## config.mk

```make
export PLATFORM = sky130hd
export DESIGN_NAME = keypad_hex_scan
export DESIGN_NICKNAME = d
export VERILOG_FILES = /design/src/rtl/keypad_hex_scan.sv
export SDC_FILE = /design/constraint.sdc
export NUM_CORES = 1
export LEC_CHECK = 0
export CORE_MARGIN = 2
export CORE_UTILIZATION = 50
export DETAILED_ROUTE_END_ITERATION = 8
export PLACE_DENSITY_LB_ADDON = 0.08
export SLEW_MARGIN = 10
export SYNTH_ARGS = -nofsm -noshare
export SYNTH_HDL_FRONTEND = slang
export SYNTH_SLANG_ARGS = --single-unit
export TNS_END_PERCENT = 10
```

## constraint.sdc

```tcl
create_clock -name clk -period 3.8 [get_ports clk]
set_input_delay 0.38 -clock clk [delete_from_list [all_inputs] [get_ports clk]]
set_output_delay 0.38 -clock clk [all_outputs]
set_load 0.1 [all_outputs]
```

## src/rtl/keypad_hex_scan.sv

```systemverilog
// 4x4 hex keypad scanner: column strobing, per-scan key resolution and press/release debounce.
// Optional build macro KEYPAD_AUTOREPEAT_EN adds auto-repeat strobes while a key stays held.
module keypad_hex_scan #(
    parameter int SETTLE_W     = 10,
    parameter int DB_SCANS     = 4,
    parameter int REPEAT_SCANS = 32
) (
    input  logic       clk,
    input  logic       reset,
    input  logic [3:0] row,
    output logic [3:0] col,
    output logic [3:0] key_code,
    output logic       key_valid,
    output logic       key_down,
    output logic       multi
);

    if (DB_SCANS < 1 || DB_SCANS > 15 || REPEAT_SCANS < 1 || REPEAT_SCANS > 255) begin : g_param_check
        $error("keypad_hex_scan: DB_SCANS or REPEAT_SCANS out of range");
    end

    typedef enum logic [1:0] {IDLE, PRESS_CHK, HELD, RELEASE_CHK} state_t;

    localparam logic [3:0] DB_LAST = 4'(DB_SCANS);

    logic [3:0]          row_sync_p0, row_sync_p1;
    logic [SETTLE_W-1:0] dwell;
    logic [1:0]          col_idx;
    logic                sample_en, eval_en;
    logic [3:0]          hits;
    logic [1:0]          col_hits, hit_row;
    logic [1:0]          acc_cnt;
    logic [3:0]          acc_code;
    logic [2:0]          hit_sum;
    logic [1:0]          tot_cnt;
    logic [3:0]          scan_code;
    logic                res_none, res_single, res_multi;

    state_t     state, state_nxt;
    logic [3:0] cand, cand_nxt;
    logic [3:0] db_cnt, cnt_nxt, db_inc;
    logic [3:0] code_nxt;
    logic       down_nxt;
    logic       accept;
    logic       valid_nxt;

    assign col       = ~(4'b0001 << col_idx);
    assign sample_en = &dwell;
    assign eval_en   = sample_en && (col_idx == 2'd3);
    assign hits      = ~row_sync_p1;

    // Lowest active row wins the code; more than one hit in a column already means MULTI.
    always_comb begin
        col_hits = 2'd0;
        hit_row  = 2'd0;
        for (int r = 3; r >= 0; r--) begin
            if (hits[r]) begin
                hit_row = 2'(r);
                if (col_hits != 2'd2) col_hits = col_hits + 2'd1;
            end
        end
    end

    assign hit_sum    = {1'b0, acc_cnt} + {1'b0, col_hits};
    assign tot_cnt    = (hit_sum >= 3'd2) ? 2'd2 : hit_sum[1:0];
    assign scan_code  = (acc_cnt == 2'd0) ? {hit_row, col_idx} : acc_code;
    assign res_none   = (tot_cnt == 2'd0);
    assign res_single = (tot_cnt == 2'd1);
    assign res_multi  = (tot_cnt == 2'd2);
    assign db_inc     = db_cnt + 4'd1;

    // Row synchronizer, column scan and per-scan accumulation
    always_ff @(posedge clk) begin
        if (reset) begin
            row_sync_p0 <= 4'b1111;
            row_sync_p1 <= 4'b1111;
            dwell       <= '0;
            col_idx     <= 2'd0;
            acc_cnt     <= 2'd0;
            acc_code    <= 4'd0;
            multi       <= 1'b0;
        end else begin
            row_sync_p0 <= row;
            row_sync_p1 <= row_sync_p0;
            dwell       <= dwell + 1'b1;
            if (sample_en) begin
                col_idx <= col_idx + 2'd1;
                if (col_idx == 2'd3) begin
                    acc_cnt  <= 2'd0;
                    acc_code <= 4'd0;
                    multi    <= res_multi;
                end else begin
                    acc_cnt  <= tot_cnt;
                    acc_code <= scan_code;
                end
            end
        end
    end

    always_comb begin
        state_nxt = state;
        cand_nxt  = cand;
        cnt_nxt   = db_cnt;
        code_nxt  = key_code;
        down_nxt  = key_down;
        accept    = 1'b0;
        if (eval_en) begin
            case (state)
                IDLE: begin
                    if (res_single) begin
                        if (DB_SCANS == 1) begin
                            accept = 1'b1;
                        end else begin
                            state_nxt = PRESS_CHK;
                            cand_nxt  = scan_code;
                            cnt_nxt   = 4'd1;
                        end
                    end
                end
                PRESS_CHK: begin
                    if (res_single && scan_code == cand) begin
                        if (db_inc == DB_LAST) accept = 1'b1;
                        else                   cnt_nxt = db_inc;
                    end else if (res_single) begin
                        cand_nxt = scan_code;
                        cnt_nxt  = 4'd1;
                    end else begin
                        state_nxt = IDLE;
                        cnt_nxt   = 4'd0;
                    end
                end
                HELD: begin
                    if (!(res_multi || (res_single && scan_code == key_code))) begin
                        if (DB_SCANS == 1) begin
                            state_nxt = IDLE;
                            down_nxt  = 1'b0;
                        end else begin
                            state_nxt = RELEASE_CHK;
                            cnt_nxt   = 4'd1;
                        end
                    end
                end
                RELEASE_CHK: begin
                    if (res_none || (res_single && scan_code != key_code)) begin
                        if (db_inc == DB_LAST) begin
                            state_nxt = IDLE;
                            down_nxt  = 1'b0;
                            cnt_nxt   = 4'd0;
                        end else begin
                            cnt_nxt = db_inc;
                        end
                    end else begin
                        state_nxt = HELD;
                        cnt_nxt   = 4'd0;
                    end
                end
                default: state_nxt = IDLE;
            endcase
        end
        if (accept) begin
            state_nxt = HELD;
            code_nxt  = scan_code;
            down_nxt  = 1'b1;
            cnt_nxt   = 4'd0;
        end
    end

`ifdef KEYPAD_AUTOREPEAT_EN
    localparam logic [8:0] REP_FIRST = 9'(2 * REPEAT_SCANS);
    localparam logic [8:0] REP_NEXT  = 9'(REPEAT_SCANS);

    logic [8:0] rep_cnt, rep_cnt_nxt, rep_inc;
    logic       rep_first, rep_first_nxt, rep_fire;

    assign rep_inc = rep_cnt + 9'd1;

    // First repeat waits twice as long; a return from RELEASE_CHK resumes at the short period.
    always_comb begin
        rep_cnt_nxt   = rep_cnt;
        rep_first_nxt = rep_first;
        rep_fire      = 1'b0;
        if (accept) begin
            rep_cnt_nxt   = 9'd0;
            rep_first_nxt = 1'b1;
        end else if (eval_en && state == HELD && state_nxt == HELD) begin
            if (rep_inc == (rep_first ? REP_FIRST : REP_NEXT)) begin
                rep_fire      = 1'b1;
                rep_cnt_nxt   = 9'd0;
                rep_first_nxt = 1'b0;
            end else begin
                rep_cnt_nxt = rep_inc;
            end
        end else if (eval_en && state == RELEASE_CHK && state_nxt == HELD) begin
            rep_cnt_nxt   = 9'd0;
            rep_first_nxt = 1'b0;
        end else if (eval_en && state == HELD) begin
            rep_cnt_nxt = 9'd0;
        end
    end

    always_ff @(posedge clk) begin
        if (reset) begin
            rep_cnt   <= 9'd0;
            rep_first <= 1'b0;
        end else begin
            rep_cnt   <= rep_cnt_nxt;
            rep_first <= rep_first_nxt;
        end
    end

    assign valid_nxt = accept | rep_fire;
`else
    assign valid_nxt = accept;
`endif

    // Debounce state and registered outputs
    always_ff @(posedge clk) begin
        if (reset) begin
            state     <= IDLE;
            cand      <= 4'd0;
            db_cnt    <= 4'd0;
            key_code  <= 4'd0;
            key_valid <= 1'b0;
            key_down  <= 1'b0;
        end else begin
            state     <= state_nxt;
            cand      <= cand_nxt;
            db_cnt    <= cnt_nxt;
            key_code  <= code_nxt;
            key_valid <= valid_nxt;
            key_down  <= down_nxt;
        end
    end

endmodule
```

==> results of run 1 <==
[sequential cells by signal, summed over array words and instances (netlist names), 2 cells and up]
register     flops
dwell           10
db_cnt           4
acc_cnt          2
row_sync_p1      4
row_sync_p0      4
acc_code         4
col_idx          2
key_code         4
cand             4
state            2
[cell usage after synthesis, types with 3 or more instances]
cell	n
ha_1	13
nand2b_1	4
nand4_1	3
mux2i_1	9
clkbuf_1	5
o21ai_0	10
or3_1	6
xnor2_1	4
a21boi_0	3
a21oi_1	17
a211oi_1	3
nand3_1	9
dfxtp_1	43
nand2_1	10
xor2_1	6
nor2_1	30
nor3_1	7
inv_1	12
and3_1	3
or2_2	11
[kinds of logic (layout without fill, tap and decap cells)]
kind of cell	Yosys count	after routing	synth area share, %
simple gates	97	97	22.6
compound gates	59	59	19.3
flops	43	43	37.7
buf+inv	21	41	4.00
fa+ha+maj	14	14	8.00
xor+xnor	11	11	4.55
mux	9	9	3.94
[area by class of cell]
class | instances | area share (%)
inverter | 12 | 1.71
multi-input combinational | 190 | 51.2
sequential | 43 | 32.8
clock inverter | 3 | 1.67
clock buffer | 5 | 2.62
timing repair buffer | 21 | 7.52
tap | 52 | 2.47
[worst register-to-register path: stages (launching register included)]
cell and delay [ps]:
dfxtp_1 360, inv_1 70, ha_1 260, mux2i_1 190, ha_1 170, nor2_1 40, a21oi_1 130, ha_1 150
inv_1 60, fa_2 580, nand3_2 120, or2_4 270, a211oi_2 240, o21ai_1 120, or4_1 510, a21oi_1 150
[layer usage]
layer  vias to the layer above  track usage [%]
met4                         0             6.29
met3                         7             4.50
met2                        33             30.8
li1                        932                -
met1                       826             24.9
met5                         -                0
[timing repair]
item                                    CTS  global route
endpoints found under the hold margin     0             0
hold buffers                              0             0
endpoints found under the setup margin    0             6
setup buffers                             0             1
resized for setup                         0             5
[metrics by stage]
step / cells / worst slack [ps] / util (%)
final: 326 / 316 / 60.0
after global routing: 326 / 21.6 / 60.0
after CTS: 325 / 151 / 59.4
after detailed placement: 317 / 171 / 56.9
after global placement: 317 / 226 / 56.9
after floorplan: 254 / 363 / -
[path summary, 6_finish.rpt]
path                                startpoint        endpoint  slack, ps
worst max-delay path            row_sync_p1[3]       db_cnt[3]        320
worst min-delay path            row_sync_p0[2]  row_sync_p1[2]        410
worst max register to register  row_sync_p1[3]       db_cnt[3]        320
worst min register to register  row_sync_p0[2]  row_sync_p1[2]        410
[power breakdown]
| group | leakage [nW] | total [mW] | internal, mW | switching (mW) |
|---|---|---|---|---|
| registers | 0.348 | 0.462 | 0.457 | 0.00489 |
| logic | 0.608 | 0.0590 | 0.0270 | 0.0321 |
| clock network | 0.0581 | 0.358 | 0.196 | 0.163 |
| total | 1.01 | 0.879 | 0.680 | 0.200 |
==> results.md, run 1 <==
- Post-route cell area: 0.00263 mm2
- Post-synthesis average cell area: 8.99 um2
- Arrival time reported for the critical path endpoint: 3710 ps
- Core area: 0.00438 mm2
- Final clock skew: 9.11 ps
- Final Hold Slack: 414 ps
- Leading cell types in the layout, fill and taps excluded: dfxtp_1, nor2_1, a21oi_1, clkdlybuf4s50_1, ha_1
- Number of cells on the critical path: 15
- Cells along the critical path: inv_1, ha_1, mux2i_1, ha_1, nor2_1, a21oi_1, ha_1, inv_1, fa_2, nand3_2, or2_4, a211oi_2, o21ai_1, or4_1, a21oi_1
- Crit path buf inv count: 2
- I/O pin count: 17
- Max-Slew Margin vs Limit: 31.8%
- Total Negative Setup Slacks: 0 ps
- Longest individual stage delay on the worst path: 580 ps
- Share of flip-flops with an asynchronous set or reset: 0%
- Clk slew on worst S/H paths: 80 ps
- Crit path time final: 3480 ps
- Synthesized netlist net count: 274
- Fill cell total of the finished layout: 386
- Class of the tightest hold or removal check: register to register
- First drt pass iteration count: 4
- Number of vias in the routed layout: 1798
- Count of H-tree levels built during CTS: 2
- Number of global-route vias before repair: 1727
- Crit path max fanout: 6
- Overall power: 879 uW
- HPWL after detailed placement: 3260 um
- Post-Syn Area: roughly 0.0023 mm2
- Depth of the worst register-to-register path: 15
- Number of diodes: 0
- Clock latency reported for the late side of the worst-skew pair: 300 ps
- Share of post-route cells with drive strength above 1: 15.7%
- Required time at the worst-slack endpoint: around 4000 ps
- Overall die area: 0.00513 mm2
- Die outline height: 71.6 um
- Final number of hold-violating endpoints: 0
- Row count: 24
- Die W: 71.6 um
- Synthesis warning total: 0
- Max Buffers Root-to-Sink: 2
- Number of distinct standard cells referenced by the synthesized netlist: 61
- Count of buffers from port buffering: 16
- Vias/cell: 5.52
- Area of the multi-input gates: 0.00135 mm2
- Cell type with the highest occurrence count on the critical path: ha_1
- Antenna violations before repair: 0
- Area fraction of the dominant cell type after synthesis: 37.7%
- Seq/Total Area, Yosys: 37.7%
- Count of state elements after synthesis: 43
- Setup violations, final: 0
- Fin nets: 293
- Area taken by flip-flops and latches: 862 um2
- Worst hold path depth: 1
- Most common cell after layout, fill and taps aside: dfxtp_1
- Highest Clock Rate: ~0.29 GHz
- Actual transition at the worst max-transition pin: slightly above 1000 ps
- Routed len/inst: roughly 14 um
- Number of nets with antenna violations after routing: 0
- Initial core utilization: between 50% and 60%
- Final wirelength: 4470 um
- Area post-placement: between 0.002 and 0.0025 mm2
- TritonCTS Sinks: 43
- Type of the worst setup path: register to register
- First-pass GRT wire length: 7680 um
- CP max-delay cell: fa_2
- Maximum number of pins on one net before global-route repair: 32
- Top cell family by delay on the critical path: adder cells
- Area grow syn2layout: 15.1%
- Top metal layer carrying routed signals: met4
- CTS Root Buffer Type: clkbuf_8
- Worst ir drop on vdd: between 0.00015 and 0.0002 V
- Number of synthesized flops with an enable pin: 0
- Setup repair after global routing missed its margin: no
- Sum of met2 wire segment lengths after detailed routing: just over 2000 um
- Clock tree from TritonCTS: yes
- GRT Overall Usage: between 10% and 20%
- Run status: finished, final reports clean
- Routability congestion estimate: 0.843
- Violation count after the first detailed-routing iteration: 90
- Wire length on met1: roughly 2200 um
- Period utilization: 91.7%
- Critical Path Start Type: register
- Leakage power figure: roughly 1.0 nW
- Max-cap check violation count: 0
- Flip-flop cell with the highest count after synthesis: dfxtp_1
- Gate count of the mapped netlist: 254
- Total power per unit cell area: 334 mW/mm2
- Global-route congestion overflow total: 0
- Cell type with the largest total area after synthesis: dfxtp_1
- Critical path capture point type: register
- Routed length on met3: 186 um
- DRC violation count after routing: 0
- Final number of max-transition violations: 0
- Inserted Clock Buffers: 5
- Most area-consuming cells after synthesis: dfxtp_1, ha_1, nor2_1, mux2i_1, a21oi_1
Power figures use the tool's default switching activity.
==> run 2: changes to the inputs <==
CAP_MARGIN = 20   (was default)
==> results of run 2 <==
Final layout, timing and power as in run 1 (identical DEF).
==> run 3: changes to the inputs <==
CORE_MARGIN = default   (was 2)
==> run 3 against run 2 <==
  * Combinational power shrank 2%
  * Clock skew is 1.3 ps lower
  * Power is 7.1% higher
  * Via count up 0.28%
  * Worst setup slack worse by 84 ps
  * Sequential power barely moved
  * Sequential share of layout area decreased by 0.26 points
  * Fmax shrank 2.4%
  * First-iteration DRC count increased by 68%
  * Flip-flop and latch count unchanged
  * Routed wire length rose by 1.2%
  * Critical path type unchanged
==> results.md, run 3 (same netlist as run 1, synthesis figures left out) <==
- Most common cell after layout, fill and taps aside: dfxtp_1
- First-pass GRT wire length: 7880 um
- Required time at the worst-slack endpoint: 4030 ps
- Final worst-path setup slack: 232 ps
- Fill cell total of the finished layout: 400
- Row count: 24
- Cell type with the highest occurrence count on the critical path: ha_1
- Crit path max fanout: 6
- Violation count after the first detailed-routing iteration: 151
- Cells along the critical path: inv_1, ha_1, mux2i_1, ha_1, nor2_1, a21oi_1, ha_1, inv_1, fa_2, nand3_2, or2_2, a211oi_2, o21ai_1, or4_1, a21oi_1
- CP max-delay cell: fa_2
- Total power per unit cell area: 355 mW/mm2
- First drt pass iteration count: 4
- Vias/cell: 5.53
- Max-Slew Margin vs Limit: 35.1%
- HPWL after detailed placement: 3300 um
- Fin nets: 293
- Arrival time reported for the critical path endpoint: 3800 ps
- Critical Path Start Type: register
- I/O pin count: 17
- CTS Root Buffer Type: clkbuf_8
- Core area: 0.00438 mm2
- Hold buffer count at cts: 0
- Maximum number of pins on one net before global-route repair: 18
- Worst slack after detailed placement: 145 ps
- Count of buffers from port buffering: 16
- Run status: finished, final reports clean
- Max reg flops: 10
- Die outline height: 69.6 um
- Final number of max-transition violations: 0
- Period utilization: 93.9%
- Routed len/inst: 13.9 um
- Max-cap check violation count: 0
- DRC violation count after routing: 0
- Crit path time final: between 3000 and 4000 ps
- Number of vias in the routed layout: 1803
- Number of nets with antenna violations after routing: 0
- Setup repair after global routing missed its margin: no
- Longest individual stage delay on the worst path: 570 ps
- Top cell family by delay on the critical path: adder cells
- Largest register by flop count: dwell
- GRT Overall Usage: 20.2%
- Clock tree from TritonCTS: yes
- Final clock skew: around 7.8 ps
- Leakage power figure: 1.02 nW
- Actual transition at the worst max-transition pin: just under 1000 ps
- Routability congestion estimate: 0.810
- TritonCTS Sinks: 43
- Inserted Clock Buffers: 5
- Overall die area: 0.00484 mm2
- Number of global-route vias before repair: around 1800
- Class of the tightest hold or removal check: register to register
- Setup violations, final: 0
- Antenna violations before repair: 0
- Clock latency reported for the late side of the worst-skew pair: 300 ps
- Die W: ~70 um
- Critical path capture point type: register
- Global-route congestion overflow total: 0
- Crit path buf inv count: 2
- Clk slew on worst S/H paths: 80 ps
- Initial core utilization: a little over half
- Worst ir drop on vdd: 0.000416 V
- Total Negative Setup Slacks: 0 ps
- Final wirelength: 4520 um
- Area grow syn2layout: 16.0%
- Share of post-route cells with drive strength above 1: roughly 16%
- Max Buffers Root-to-Sink: 2
- Final number of hold-violating endpoints: 0
- Type of the worst setup path: register to register
- Count of H-tree levels built during CTS: 2
- Leading cell types in the layout, fill and taps excluded: dfxtp_1, nor2_1, a21oi_1, clkdlybuf4s50_1, ha_1
- Number of diodes: 0
- Post-CTS setup buffer count: 0
- Highest Clock Rate: 0.280 GHz
[run 3: cell type report]
type | count | area, um2 | area share [%]
clock buffers | 5 | 68.8 | 2.60
clock inverters | 3 | 67.6 | 2.55
inverters | 12 | 45.0 | 1.70
multi-input cells | 190 | 1350 | 50.7
flip-flops and latches | 43 | 862 | 32.5
well taps | 52 | 65.1 | 2.45
repair buffers | 21 | 198 | 7.46
[run 3: per-layer routing]
metal  global-route usage, %  part of all wire, %  vias to the layer above
li1                        -                    -                      931
met1                    26.6                   50                      838
met5                       0                    0                        -
met4                    9.52                  2.4                        0
met2                    31.5                   44                       25
met3                    4.36                  2.9                        9
[run 3: metrics by stage]
stage / power, mW / hold WS (ps) / utilization, % / area, um2 / std cells
2_1_floorplan: 0.513 / 389 / - / 2280 / 254
3_3_place_gp: 0.527 / 395 / 57.0 / 2500 / 318
3_5_place_dp: 0.528 / 395 / 57.0 / 2500 / 318
4_1_cts: 0.949 / 416 / 60.2 / 2640 / 326
5_1_grt: 0.978 / 436 / 60.5 / 2650 / 326
6_report: 0.942 / 416 / 60.5 / 2650 / 326
[run 3: what timing repair did]
action,in CTS,in global routing
resized for setup,0,5
setup endpoints to repair,0,6
endpoints found under the hold margin,0,0
[run 3: final timing paths]
path | start | endpoint | slack (ps) | cells after the start
worst max-delay path | row_sync_p1[3] | db_cnt[3] | 230 | 15
worst min-delay path | row_sync_p0[0] | row_sync_p1[0] | 420 | 1
worst max register to register | row_sync_p1[3] | db_cnt[3] | 230 | 15
worst min register to register | row_sync_p0[0] | row_sync_p1[0] | 420 | 1
[run 3: worst reg2reg max path: stages (launching register included)]
cell and delay, ps:
dfxtp_1 370, inv_1 80, ha_1 270, mux2i_1 190
ha_1 180, nor2_1 40, a21oi_1 130, ha_1 160
inv_1 50, fa_2 570, nand3_2 120, or2_2 350
a211oi_2 210, o21ai_1 120, or4_1 520, a21oi_1 150
[run 3: power breakdown]
part	internal, mW	leakage [nW]	switching, mW
logic	0.0256	0.607	0.0324
clock network	0.262	0.0644	0.160
registers	0.457	0.348	0.00478
total	0.745	1.02	0.197
